`src/rtl/seq_divider.sv`:
```
// seq_divider: multi-cycle radix-2 restoring divider, signed or unsigned.
// One trial subtraction per clock. Every operation takes a fixed WIDTH+1
// edges from the accepting edge to the done pulse, special cases included.
//
// Ports:
//   clk_i        clock, rising edge
//   rst_i        asynchronous active-high reset
//   start_i      request a division (sampled only while busy_o = 0)
//   signed_i     1 = two's-complement operands (sampled with start_i)
//   dividend_i   dividend (sampled with start_i)
//   divisor_i    divisor (sampled with start_i)
//   flush_i      abort the operation in progress, no done pulse
//   busy_o       operation in progress
//   done_o       one-cycle pulse, results valid from this cycle on
//   quotient_o   registered quotient, held until the next completion
//   remainder_o  registered remainder, held until the next completion
module seq_divider #(
  parameter int WIDTH = 32
) (
  input  logic             clk_i,
  input  logic             rst_i,
  input  logic             start_i,
  input  logic             signed_i,
  input  logic [WIDTH-1:0] dividend_i,
  input  logic [WIDTH-1:0] divisor_i,
  input  logic             flush_i,
  output logic             busy_o,
  output logic             done_o,
  output logic [WIDTH-1:0] quotient_o,
  output logic [WIDTH-1:0] remainder_o
);

  localparam int CW = $clog2(WIDTH);
  localparam logic [WIDTH-1:0] MOST_NEG = {1'b1, {(WIDTH-1){1'b0}}};
  localparam logic [WIDTH-1:0] ALL_ONES = {WIDTH{1'b1}};
  localparam logic [WIDTH-1:0] ZERO     = {WIDTH{1'b0}};

  typedef enum logic [1:0] {
    IDLE = 2'd0,
    CALC = 2'd1,
    FIX  = 2'd2
  } state_t;

  state_t           state_r;
  state_t           state_s;
  logic [CW-1:0]    count_r;
  logic [WIDTH:0]   rem_r;       // partial remainder, one guard bit wide
  logic [WIDTH-1:0] dq_r;        // dividend shifts out the top, quotient in the bottom
  logic [WIDTH-1:0] dvsr_r;      // divisor magnitude
  logic             q_neg_r;
  logic             r_neg_r;
  logic             div_zero_r;
  logic             ovf_r;

  logic [WIDTH:0]   shift_s;
  logic [WIDTH:0]   diff_s;
  logic             q_bit_s;
  logic             last_s;
  logic             dvd_neg_s;
  logic             dvs_neg_s;
  logic [WIDTH-1:0] q_fix_s;
  logic [WIDTH-1:0] r_fix_s;

  function automatic logic [WIDTH-1:0] negate(input logic [WIDTH-1:0] v);
    return ~v + {{(WIDTH-1){1'b0}}, 1'b1};
  endfunction

  // State register.
  always_ff @(posedge clk_i or posedge rst_i) begin
    if (rst_i) begin
      state_r <= IDLE;
    end else begin
      state_r <= state_s;
    end
  end

  // Next-state logic; flush wins over completion in FIX (both go to IDLE).
  always_comb begin
    state_s = state_r;
    case (state_r)
      IDLE: begin
        if (start_i) state_s = CALC;
        else         state_s = IDLE;
      end
      CALC: begin
        if (flush_i)     state_s = IDLE;
        else if (last_s) state_s = FIX;
        else             state_s = CALC;
      end
      FIX:     state_s = IDLE;
      default: state_s = IDLE;
    endcase
  end

  // Operand signs, one restoring iteration, and the final sign/special-case fixup.
  always_comb begin
    dvd_neg_s = signed_i & dividend_i[WIDTH-1];
    dvs_neg_s = signed_i & divisor_i[WIDTH-1];
    last_s    = (count_r == CW'(WIDTH - 1));
    shift_s   = {rem_r[WIDTH-1:0], dq_r[WIDTH-1]};
    // rem_r < divisor, so the difference always fits WIDTH+1 bits and its
    // top bit is a true sign.
    diff_s    = shift_s - {1'b0, dvsr_r};
    q_bit_s   = ~diff_s[WIDTH];
    if (div_zero_r) begin
      // Dividing by zero leaves |dividend| in the remainder; restoring its
      // sign reproduces the original dividend bit pattern.
      q_fix_s = ALL_ONES;
      r_fix_s = r_neg_r ? negate(rem_r[WIDTH-1:0]) : rem_r[WIDTH-1:0];
    end else if (ovf_r) begin
      q_fix_s = MOST_NEG;
      r_fix_s = ZERO;
    end else begin
      q_fix_s = q_neg_r ? negate(dq_r) : dq_r;
      r_fix_s = r_neg_r ? negate(rem_r[WIDTH-1:0]) : rem_r[WIDTH-1:0];
    end
  end

  // Datapath, handshake and result registers.
  always_ff @(posedge clk_i or posedge rst_i) begin
    if (rst_i) begin
      count_r     <= {CW{1'b0}};
      rem_r       <= {(WIDTH+1){1'b0}};
      dq_r        <= ZERO;
      dvsr_r      <= ZERO;
      q_neg_r     <= 1'b0;
      r_neg_r     <= 1'b0;
      div_zero_r  <= 1'b0;
      ovf_r       <= 1'b0;
      busy_o      <= 1'b0;
      done_o      <= 1'b0;
      quotient_o  <= ZERO;
      remainder_o <= ZERO;
    end else begin
      done_o <= 1'b0;
      case (state_r)
        IDLE: begin
          if (start_i) begin
            dq_r       <= dvd_neg_s ? negate(dividend_i) : dividend_i;
            dvsr_r     <= dvs_neg_s ? negate(divisor_i) : divisor_i;
            q_neg_r    <= dvd_neg_s ^ dvs_neg_s;
            r_neg_r    <= dvd_neg_s;
            div_zero_r <= (divisor_i == ZERO);
            ovf_r      <= signed_i && (dividend_i == MOST_NEG) && (divisor_i == ALL_ONES);
            rem_r      <= {(WIDTH+1){1'b0}};
            count_r    <= {CW{1'b0}};
            busy_o     <= 1'b1;
          end else begin
            busy_o <= 1'b0;
          end
        end
        CALC: begin
          if (flush_i) begin
            busy_o <= 1'b0;
          end else begin
            rem_r   <= q_bit_s ? diff_s : shift_s;
            dq_r    <= {dq_r[WIDTH-2:0], q_bit_s};
            count_r <= last_s ? {CW{1'b0}} : count_r + CW'(1);
          end
        end
        FIX: begin
          busy_o <= 1'b0;
          if (!flush_i) begin
            quotient_o  <= q_fix_s;
            remainder_o <= r_fix_s;
            done_o      <= 1'b1;
          end
        end
        default: begin
          busy_o <= 1'b0;
        end
      endcase
    end
  end

endmodule
```
`config.mk`:
```
export PLATFORM = sky130hd
export DESIGN_NAME = seq_divider
export DESIGN_NICKNAME = d
export VERILOG_FILES = /design/src/rtl/seq_divider.sv
export SDC_FILE = /design/constraint.sdc
export NUM_CORES = 1
export LEC_CHECK = 0
export ABC_CLOCK_PERIOD_IN_PS = 13300
export CORE_MARGIN = 2
export CORE_UTILIZATION = 38
export CTS_BUF_LIST = sky130_fd_sc_hd__clkbuf_2
export CTS_CLUSTER_DIAMETER = 150
export DETAILED_ROUTE_END_ITERATION = 16
export HOLD_SLACK_MARGIN = 0.05
export SYNTH_ARGS = -nofsm -noshare
export SYNTH_HDL_FRONTEND = slang
export SYNTH_SLANG_ARGS = --single-unit
```
`constraint.sdc`:
```
create_clock -name clk_i -period 13.3 [get_ports clk_i]
set_clock_uncertainty 0.15 [all_clocks]
set_input_delay 1.995 -clock clk_i [delete_from_list [all_inputs] [get_ports clk_i]]
set_output_delay 1.995 -clock clk_i [all_outputs]
set_load 0.1 [all_outputs]
```
# Yosys cells after proc, flatten, opt, wreduce, memory -nomap -nowiden
# Cells that the tools add are included.
# totals
ff_bits	173
inputBits	69
output_inout_bits	66
elab_cells	72
# op_classes
addsub	6
n_eq_ne	8
muxes	28
n_bitwise	9
n_reduce_logical	8
# op_table
op	count
two-way mux 32 bit	13
adder 32 x 1 -> 32 bit, second input constant	4
NOT 32 bit	4
one-hot mux 32 bit (2 select lines)	2
equality test 32 bit, second input constant	2
subtractor 33 x 32 -> 33 bit	1
logical NOT 32 bit	1
two-way mux 5 bit	3
one-hot mux 5 bit (2 select lines)	1
inequality test 2 bit, second input constant	3
adder 5 x 1 -> 5 bit, second input constant	1
equality test 5 bit, second input constant	1
two-way mux 1 bit	5
two-way mux 2 bit	2
one-hot mux 2 bit (2 select lines)	1
AND reduction 2 bit	2
AND reduction 3 bit	1
AND 1 bit	2
equality test 2 x 1 -> 1 bit, second input constant	1
equality test 2 bit, second input constant	1
logical AND 1 bit	2
logical NOT 2 bit	1
NOT 1 bit	2
one-hot mux 1 bit (2 select lines)	1
other kinds (2)	2

# Logic depth before layout (Yosys ltp)
# Gate-level depths: netlist (run 1).
# logic_depth
depth_word	5
ltp_mapped	13
ltp_nobuf	12

# Least setup slack after synthesis (run 1)
# No wires, ideal clock.
# synth_timing
kind	input port to flip-flop
startpoint	input divisor_i[8]
endpoint	register dvsr_r[29]
setup_time_ns	0.133
arrival_time_ns	4.264
path_slack_ns	8.752
stages	9
path_buffers	0
cell_sequence	or4_1 > or3_1 > or4_1 > nand2b_1 > nor2_1 > nand2_1 > o41ai_1 > xor2_1 > o21ai_0
# synth_between
elab_chain_cells	3
# synth_lines
element	line_no	text
from (decl)	25	input logic [WIDTH-1:0] divisor_i,
NOT 32 bit	65	return ~v + {{(WIDTH-1){1'b0}}, 1'b1};
adder 32 x 1 -> 32 bit	65	
two-way mux 32 bit	140	dvsr_r <= dvs_neg_s ? negate(divisor_i) : divisor_i;
to (signal assigned)	140	
to (decl)	49	logic [WIDTH-1:0] dvsr_r;
# No other way between the ends.
# A chain may end at the register's enable or synchronous reset.

# Worst setup path in the final report (run 1)
# layout_timing
startpoint	register dq_r[31]
endpoint	register rem_r[19]
# layout_between
elab_chain_cells	4
# layout_lines
element	line_no	text
from (decl)	48	logic [WIDTH-1:0] dq_r;
from (signal assigned)	139	dq_r <= dvd_neg_s ? negate(dividend_i) : dividend_i;
from (signal assigned)	157	dq_r <= {dq_r[WIDTH-2:0], q_bit_s};
subtractor 33 x 32 -> 33 bit	103	diff_s = shift_s - {1'b0, dvsr_r};
two-way mux 32 bit	156	rem_r <= q_bit_s ? diff_s : shift_s;
two-way mux 32 bit	153	if (flush_i) begin
one-hot mux 32 bit (2 select lines)	136	case (state_r)
to (signal assigned)	123	rem_r <= {(WIDTH+1){1'b0}};
to (signal assigned)	145	rem_r <= {(WIDTH+1){1'b0}};
to (signal assigned)	156	
to (decl)	47	logic [WIDTH:0] rem_r;
# No other way between the ends. The select of a mux whose other input is x is not followed.

==> results.rst, run 1 <==
.. list-table::
   :header-rows: 1

   * - Metric
     - Value
   * - Result of the run
     - completed
   * - PortBufs
     - 134
   * - Category of the most critical setup path
     - reg -> reg
   * - Share of synthesized registers carrying an async set or reset
     - between 90% and 100%
   * - Pwr dens
     - between 150 and 200 mW/mm2
   * - Cts hold-fix bufs
     - 0
   * - Overall die width
     - ~180 um
   * - Final worst-path cycle share
     - about a third
   * - Count of cells resized by post-cts repair
     - 0
   * - Full die area
     - 0.0313 mm2
   * - Area fraction of the dominant cell type after synthesis
     - about two fifths
   * - Overall Global Routing Usage
     - about a fifth
   * - Sequential share of the synthesized area
     - 38.0%
   * - Required time of the critical path
     - ~14 ns
   * - Die height
     - 177 um
   * - Clock slew at the register clock pins of the worst setup and hold paths
     - slightly below 0.3 ns
   * - TNS Setup
     - 0 ns
   * - Vias in the first global route
     - between 9000 and 10000
   * - First-pass GRT wire length
     - ~49 mm
   * - Slew Limit Headroom
     - about 28%
   * - Vias
     - about 10000
   * - Top cells by area, synth
     - sky130_fd_sc_hd__dfrtp_1, sky130_fd_sc_hd__o21ai_0, sky130_fd_sc_hd__nand2_1
   * - Average wire per cell in the routed design
     - ~16 um
   * - Clock root buffer
     - sky130_fd_sc_hd__clkbuf_2
   * - Worst setup path start
     - dq_r[31]$_DFFE_PP0P_
   * - Unrepaired setup endpoints after global routing
     - false
   * - Clock tree from TritonCTS
     - done
   * - Hold/Removal Path Class
     - reg -> reg
   * - Critical-path maximum fanout
     - 44
   * - Number of different library cells in the post-synthesis netlist
     - between 60 and 70
   * - Latest clock arrival within the worst-skew pair
     - roughly 0.81 ns
   * - Biggest area consumer among synthesized cells
     - sky130_fd_sc_hd__dfrtp_1
   * - Worst-case hold path end point
     - quotient_o[10]$_DFFE_PP0P_
   * - Overall power of the completed layout
     - between 2000 and 2500 uW
   * - Post-synthesis area per instance
     - ~8.3 um2
   * - H-tree depth
     - 4
   * - Post-synthesis cell area
     - roughly 0.011 mm2
   * - Worst reg2reg path depth
     - 12
   * - Number of synthesized flops with an enable pin
     - 0
   * - Final global-route overflow total
     - 0
   * - Hold path depth
     - 2
   * - Number of standard cells after synthesis
     - 1378
   * - Count of endpoints failing hold in the final timing report
     - 0
   * - Initial antenna violation count
     - 4
   * - Proportion of layout cells with a drive suffix above 1
     - ~4.3%
   * - Violation count after the first detailed-routing iteration
     - ~760
   * - Worst EP arrival
     - 5.16 ns
   * - Launching element type of the critical path
     - flip-flop
   * - Number of max-capacitance violations reported
     - 0
   * - First-pass DRT Iterations
     - 5
   * - Row count
     - 63
   * - HPWL after detailed placement
     - roughly 23 mm
   * - Count of pins on the block boundary
     - 135
   * - Number of nets in the synthesized netlist
     - around 1500
   * - Maximum number of pins on one net before global-route repair
     - 93
   * - Hold path startpoint
     - quotient_o[10]$_DFFE_PP0P_
   * - DRC violations left
     - 0
   * - Max Clock Freq
     - roughly 220 MHz
   * - Final Net Count
     - 1578
   * - Total of flip-flops plus latches after synthesis
     - roughly 170
   * - Initial Utilization
     - 38.5%
   * - Leak
     - ~0.0056 uW
   * - Worst r2r src
     - dq_r[31]$_DFFE_PP0P_
   * - Routed wire length
     - ~31 mm
   * - Reg-to-reg critical path endpoint
     - rem_r[19]$_DFFE_PP0P_
   * - FF-to-FF setup slack
     - approximately 8.7 ns
   * - Layout overhead on the synthesized area
     - 16.6%
   * - Total clock buffers created by CTS
     - 17
   * - GPL Wtd Cong
     - around 0.88
   * - Post-synth top flop
     - sky130_fd_sc_hd__dfrtp_1
   * - Highest ir drop seen on vdd
     - approximately 0.00012 V
   * - Endpoint class of the critical path
     - flip-flop
   * - # Post-CTS Setup Buffers
     - 0
   * - Final count of pins violating max slew
     - 0
   * - Final setup vio count
     - 0
   * - Synthesis Warnings
     - 0
   * - Total number of clock tree sinks
     - ~170
   * - Routed via count divided by cell count
     - 5.33
   * - Placeable Area
     - 0.0296 mm2
   * - Final critical-path required period
     - around 4.6 ns
   * - Transition time at the pin with the least slew margin
     - 1.08 ns
   * - Antenna Nets Post-Route
     - 0
   * - Maximum buffer depth of the clock tree
     - 2
-- area by class of cell --
type | count | area, um2
Antenna cell | 4 | 10.0
Clock buffer | 18 | 90.1
Clock inverter | 14 | 121
Fill cell | 2938 | 16300
Inverter | 52 | 200
Multi-Input combinational cell | 1082 | 6620
Sequential cell | 173 | 4330
Tap cell | 390 | 488
Timing Repair Buffer | 143 | 1410
-- worst max path at each step --
stage	to
finish	rem_r[19]$_DFFE_PP0P_
global route	rem_r[14]$_DFFE_PP0P_
floorplan	busy_o$_DFFE_PP0P_
detailed placement	dq_r[31]$_DFFE_PP0P_
CTS	busy_o
global placement	dvsr_r[29]$_DFFE_PP0P_
-- cells in the mapped netlist (4+ instances only) --
master and n:
sky130_fd_sc_hd__nand2_1 221, sky130_fd_sc_hd__o21ai_0 200, sky130_fd_sc_hd__dfrtp_1 173, sky130_fd_sc_hd__a21oi_1 99, sky130_fd_sc_hd__xor2_1 91, sky130_fd_sc_hd__nor2_1 79, sky130_fd_sc_hd__clkbuf_1 64, sky130_fd_sc_hd__inv_1 51
sky130_fd_sc_hd__xnor2_1 49, sky130_fd_sc_hd__o31ai_1 41, sky130_fd_sc_hd__ha_1 39, sky130_fd_sc_hd__o41ai_1 19, sky130_fd_sc_hd__nor3_1 18, sky130_fd_sc_hd__nand2b_1 17, sky130_fd_sc_hd__nand3_1 17, sky130_fd_sc_hd__or3_1 16
sky130_fd_sc_hd__a21o_1 14, sky130_fd_sc_hd__or4_1 13, sky130_fd_sc_hd__a22o_1 12, sky130_fd_sc_hd__nand4_1 12, sky130_fd_sc_hd__nor4_1 11, sky130_fd_sc_hd__mux2i_1 10, sky130_fd_sc_hd__a32oi_1 8, sky130_fd_sc_hd__o211ai_1 8
sky130_fd_sc_hd__buf_1 7, sky130_fd_sc_hd__o21a_1 7, sky130_fd_sc_hd__a211oi_1 6, sky130_fd_sc_hd__and3_1 6, sky130_fd_sc_hd__o22ai_1 6, sky130_fd_sc_hd__a31oi_1 5, sky130_fd_sc_hd__nor2b_1 5, sky130_fd_sc_hd__a21boi_0 4
sky130_fd_sc_hd__or3_4 4
-- state kept, by name, indices dropped and copies added (netlist names) --
register,count
rem_r,32
state_r,2
count_r,5
r_neg_r,1
dq_r,32
remainder_o,32
q_neg_r,1
div_zero_r,1
done_o,1
busy_o,1
quotient_o,32
ovf_r,1
dvsr_r,32
-- where the power goes --
| part | internal, uW | total, uW | switching, uW |
|---|---|---|---|
| sequential | 625 | 801 | 176 |
| clock | 68.0 | 267 | 199 |
| combinational | 517 | 1220 | 700 |
| total | 1210 | 2280 | 1080 |
-- cells in the final DEF (no fill, tap or decap), drive strengths merged, types with 10 or more instances in the layout --
cell type / count
nand2: 221
o21ai: 201
dfrtp: 173
clkdlybuf4s50: 134
a21oi: 99
xor2: 91
nor2: 79
inv: 53
xnor2: 49
o31ai: 42
ha: 39
or3: 21
o41ai: 19
nor3: 18
clkbuf: 18
nand3: 17
nand2b: 17
or4: 15
a21o: 14
a22o: 13
nand4: 12
nor4: 11
mux2i: 10
-- logic make-up (layout without fill, tap and decap cells) --
kind of cell	count (synthesis)	in the layout	share of synthesized area [%]
compound gates	452	452	23.9
simple gates	439	439	17.8
flops	173	173	38.0
xor+xnor	140	140	10.8
buf+inv	123	227	4.06
fa+ha+maj	40	40	4.46
mux	11	11	0.979
other cells	0	4	0
-- per-stage QoR --
| stage | util, % | cells | hold slack [ns] | area (um2) | setup slack (ns) |
|---|---|---|---|---|---|
| CTS | 44.8 | 1872 | 0.364 | 13300 | 8.68 |
| detailed placement | 44.1 | 1840 | 0.315 | 13000 | 7.99 |
| global placement | 44.1 | 1840 | 0.305 | 13000 | 8.05 |
| global route | 44.9 | 1876 | 0.385 | 13300 | 8.45 |
| floorplan | - | 1378 | 0.295 | 11400 | 6.47 |
| finish | 44.9 | 1876 | 0.350 | 13300 | 8.69 |
-- per-layer routing --
| layer | wire length (um) | vias to the layer above | GRT usage (%) |
|---|---|---|---|
| li1 | - | 5107 | - |
| met1 | 16500 | 4631 | 31.7 |
| met2 | 12200 | 245 | 26.8 |
| met3 | 1540 | 24 | 3.29 |
| met4 | 542 | 0 | 6.06 |
| met5 | 0 | - | 0 |
-- worst max-delay path: stages (launching register included) --
cell                       delay [ns]
sky130_fd_sc_hd__dfrtp_1         0.57
sky130_fd_sc_hd__inv_1           0.18
sky130_fd_sc_hd__ha_1            0.26
sky130_fd_sc_hd__fa_1            0.40
sky130_fd_sc_hd__nand2b_1        0.18
sky130_fd_sc_hd__a21oi_1         0.24
sky130_fd_sc_hd__o21ai_0         0.23
sky130_fd_sc_hd__a21boi_0        0.50
sky130_fd_sc_hd__o31ai_1         0.20
sky130_fd_sc_hd__a211oi_4        0.66
sky130_fd_sc_hd__buf_4           0.54
sky130_fd_sc_hd__o21ai_0         0.18
sky130_fd_sc_hd__a22o_1          0.19
Note: power is estimated with default switching activity, not from simulation.
==> run 2, diff against run 1 <==
ABC_CLOCK_PERIOD_IN_PS = 4300   (was 13300)
clock period = 4.3 ns   (was 13.3 ns; I/O delays follow)
==> run 2 against run 1 <==
  * Register-to-register slack got worse by 8.2 ns
  * Combinational power rose to 3.2 times the previous value
  * First-iteration DRC count shrank 3.0%
  * Die area unchanged
  * Worst hold slack got worse by 0.028 ns
  * Clock power rose to 3.4 times the previous value
  * Wire length down 0.23%
  * Utilization up 0.54 points
  * Count of clock-buffer cells in the layout shrank 1
  * Power grew to 3.2 times the previous value
  * Final area is 1.2% higher
  * Non-clock buffer count up 13
==> results.rst, run 2 (synthesized netlist as in run 1, its figures left out) <==
.. list-table::
   :header-rows: 1

   * - Metric
     - Value
   * - Result of the run
     - completed (unchanged)
   * - Final worst-path cycle share
     - 89.2% (was 34.6%)
   * - Transition time at the pin with the least slew margin
     - 1.01 ns (was 1.08 ns)
   * - Final Net Count
     - 1591 (was 1578)
   * - Antenna Nets Post-Route
     - 0 (unchanged)
   * - Most common cell after layout, fill and taps aside
     - sky130_fd_sc_hd__nand2_1 (unchanged)
   * - Number of instances in the placed design
     - 1852 (was 1840)
   * - Latest clock arrival within the worst-skew pair
     - 0.83 ns (was 0.81 ns)
   * - Flop pwr share
     - 33.9% (was 35.1%)
   * - Finished Core Util
     - 45.4% (was 44.9%)
   * - Leak
     - 0.00567 uW (was 0.00557 uW)
   * - Highest ir drop seen on vdd
     - 0.000309 V (was 0.000120 V)
   * - Overall power of the completed layout
     - 7240 uW (was 2280 uW)
   * - HPWL after detailed placement
     - 23.4 mm (was 23.0 mm)
   * - Slew Limit Headroom
     - 32.8% (was 27.8%)
   * - Reg-to-reg critical path endpoint
     - rem_r[6]$_DFFE_PP0P_ (was rem_r[19]$_DFFE_PP0P_)
   * - Die height
     - 177 um (unchanged)
   * - Filler-free cell count of the finished design
     - 1888 (was 1876)
   * - Count of endpoints failing hold in the final timing report
     - 0 (unchanged)
   * - Worst reg2reg path depth
     - 12 (unchanged)
   * - Critical-path maximum fanout
     - 60 (was 44)
   * - Overall die width
     - 177 um (unchanged)
   * - Termination of the worst setup path
     - rem_r[6]$_DFFE_PP0P_ (was rem_r[19]$_DFFE_PP0P_)
   * - Commonest cells after routing, fill and taps aside
     - sky130_fd_sc_hd__nand2_1, sky130_fd_sc_hd__o21ai_0, sky130_fd_sc_hd__dfrtp_1 (unchanged)
   * - First-pass DRT Iterations
     - 7 (was 5)
   * - Required time of the critical path
     - 4.86 ns (was 13.86 ns)
   * - Part of the total power dissipated in combinational logic
     - 53.5% (was 53.2%)
   * - Vias
     - 10200 (was 10000)
   * - First-pass GRT wire length
     - 49.8 mm (was 49.5 mm)
   * - Layout overhead on the synthesized area
     - 18.0% (was 16.6%)
   * - Unrepaired setup endpoints after global routing
     - false (unchanged)
   * - Clock root buffer
     - sky130_fd_sc_hd__clkbuf_2 (unchanged)
   * - Violation count after the first detailed-routing iteration
     - 736 (was 759)
   * - Worst EP arrival
     - 4.40 ns (was 5.16 ns)
   * - Total clock buffers created by CTS
     - 17 (unchanged)
   * - Number of max-capacitance violations reported
     - 0 (unchanged)
   * - Clock slew at the register clock pins of the worst setup and hold paths
     - 0.32 ns (was 0.29 ns)
   * - Category of the most critical setup path
     - reg -> reg (unchanged)
   * - Hold/Removal Path Class
     - in -> reg (was reg -> reg)
   * - Initial Utilization
     - 38.5% (unchanged)
   * - Final count of pins violating max slew
     - 0 (unchanged)
   * - Routed via count divided by cell count
     - 5.40 (was 5.33)
   * - Routed wire length
     - 30.7 mm (was 30.8 mm)
   * - Placeable Area
     - 0.0296 mm2 (unchanged)
   * - Final worst hold slack
     - 0.322 ns (was 0.350 ns)
   * - Endpoint class of the critical path
     - flip-flop (unchanged)
   * - Maximum buffer depth of the clock tree
     - 2 (unchanged)
   * - Maximum number of pins on one net before global-route repair
     - 72 (was 93)
   * - Launching element type of the critical path
     - flip-flop (unchanged)
   * - Pwr dens
     - 539 mW/mm2 (was 172 mW/mm2)
   * - H-tree depth
     - 4 (unchanged)
   * - Sw power
     - 3400 uW (was 1080 uW)
   * - Initial antenna violation count
     - 3 (was 4)
   * - Worst r2r src
     - dq_r[31]$_DFFE_PP0P_ (unchanged)
   * - Clock network power share
     - 12.6% (was 11.7%)
   * - Overall Global Routing Usage
     - 19.9% (about the same)
   * - Total number of clock tree sinks
     - 173 (unchanged)
   * - Row count
     - 63 (unchanged)
   * - PortBufs
     - 134 (unchanged)
   * - Max Clock Freq
     - 261 MHz (was 217 MHz)
   * - FF-to-FF setup slack
     - 0.46 ns (was 8.69 ns)
   * - Net switching share of the total power
     - 47.0% (was 47.1%)
   * - GPL Wtd Cong
     - 0.890 (was 0.879)
   * - DRC violations left
     - 0 (unchanged)
   * - Worst setup path start
     - dq_r[31]$_DFFE_PP0P_ (unchanged)
   * - Proportion of layout cells with a drive suffix above 1
     - 5.22% (was 4.32%)
   * - Vias in the first global route
     - 9205 (was 9037)
   * - Average wire per cell in the routed design
     - 16.3 um (was 16.4 um)
   * - Count of pins on the block boundary
     - 135 (unchanged)
   * - Cell internal pwr
     - 3840 uW (was 1210 uW)
   * - TNS Setup
     - 0 ns (unchanged)
   * - Clock tree from TritonCTS
     - done (unchanged)
   * - Final critical-path required period
     - 3.84 ns (was 4.61 ns)
   * - Full die area
     - 0.0313 mm2 (unchanged)
   * - Final global-route overflow total
     - 0 (unchanged)
   * - Final setup vio count
     - 0 (unchanged)
[run 2: cell types whose count changed in the layout (fill, tap and decap cells not counted), sizes merged]
cell / before / now
buf: 9 / 21
clkbuf: 18 / 17
inv: 53 / 60
clkinvlp: 4 / 1
dlygate4sd3: 0 / 1
clkinv: 8 / 5
diode: 4 / 3
[run 2: metal layers]
| layer | vias to the layer above | GRT usage [%] | part of all wire [%] |
|---|---|---|---|
| met1 | 4789 | 32.0 | 53 |
| met4 | 0 | 5.58 | 1.7 |
| met5 | - | 0 | 0 |
| met3 | 26 | 2.99 | 5.1 |
| li1 | 5113 | - | - |
| met2 | 258 | 26.8 | 40 |
[run 2: power by group through the flow]
| stage | Clock, uW | Combinational, uW | Sequential [uW] |
|---|---|---|---|
| 3_5_place_dp | 0 | 3830 | 2470 |
| 3_3_place_gp | 0 | 3790 | 2450 |
| 2_1_floorplan | 0 | 2960 | 2290 |
| 5_1_grt | 1010 | 4370 | 2510 |
| 4_1_cts | 942 | 3850 | 2440 |
| 6_report | 912 | 3870 | 2450 |
[run 2: how the worst min path moves through the flow]
stage,cells past startpoint,slack [ns],endpoint,start
2_1_floorplan,2,0.30,count_r[4]$_DFFE_PP0P_,count_r[4]$_DFFE_PP0P_
3_3_place_gp,2,0.30,quotient_o[10]$_DFFE_PP0P_,quotient_o[10]$_DFFE_PP0P_
3_5_place_dp,2,0.32,quotient_o[10]$_DFFE_PP0P_,quotient_o[10]$_DFFE_PP0P_
4_1_cts,4,0.26,q_neg_r$_DFFE_PP0P_,signed_i
5_1_grt,4,0.26,q_neg_r$_DFFE_PP0P_,signed_i
6_report,4,0.32,q_neg_r$_DFFE_PP0P_,signed_i
[run 2: what timing repair did]
item                                   CTS  global route
buffers inserted                         0             0
hold buffers                             1             0
resized for setup                        0             0
endpoints found under the hold margin   13             0
[run 2: through the flow]
step	setup WS [ns]	instance area (um2)
final	0.463	13400
after global routing	0.259	13400
after CTS	0.533	13400
after detailed placement	0.335	13200
after global placement	0.404	13200
after floorplan	0.785	11400
[run 2: critical path, stage by stage, from the launching register on]
cell,delay (ns)
sky130_fd_sc_hd__dfrtp_1,0.54
sky130_fd_sc_hd__inv_1,0.15
sky130_fd_sc_hd__ha_1,0.25
sky130_fd_sc_hd__fa_1,0.40
sky130_fd_sc_hd__nand2b_1,0.19
sky130_fd_sc_hd__a21oi_1,0.22
sky130_fd_sc_hd__o21ai_0,0.21
sky130_fd_sc_hd__a21boi_0,0.45
sky130_fd_sc_hd__o31ai_1,0.19
sky130_fd_sc_hd__a211oi_4,0.29
sky130_fd_sc_hd__buf_12,0.30
sky130_fd_sc_hd__o21ai_0,0.16
sky130_fd_sc_hd__a22o_1,0.20
[run 2: final cells by class]
| cell class | instances | area, um2 |
|---|---|---|
| well taps | 390 | 488 |
| clock buffers | 17 | 85.1 |
| flip-flops and latches | 173 | 4330 |
| multi-input cells | 1082 | 6620 |
| clock inverters | 15 | 165 |
| diodes | 3 | 7.51 |
| fillers | 2991 | 16100 |
| repair buffers | 156 | 1530 |
| inverters | 52 | 199 |
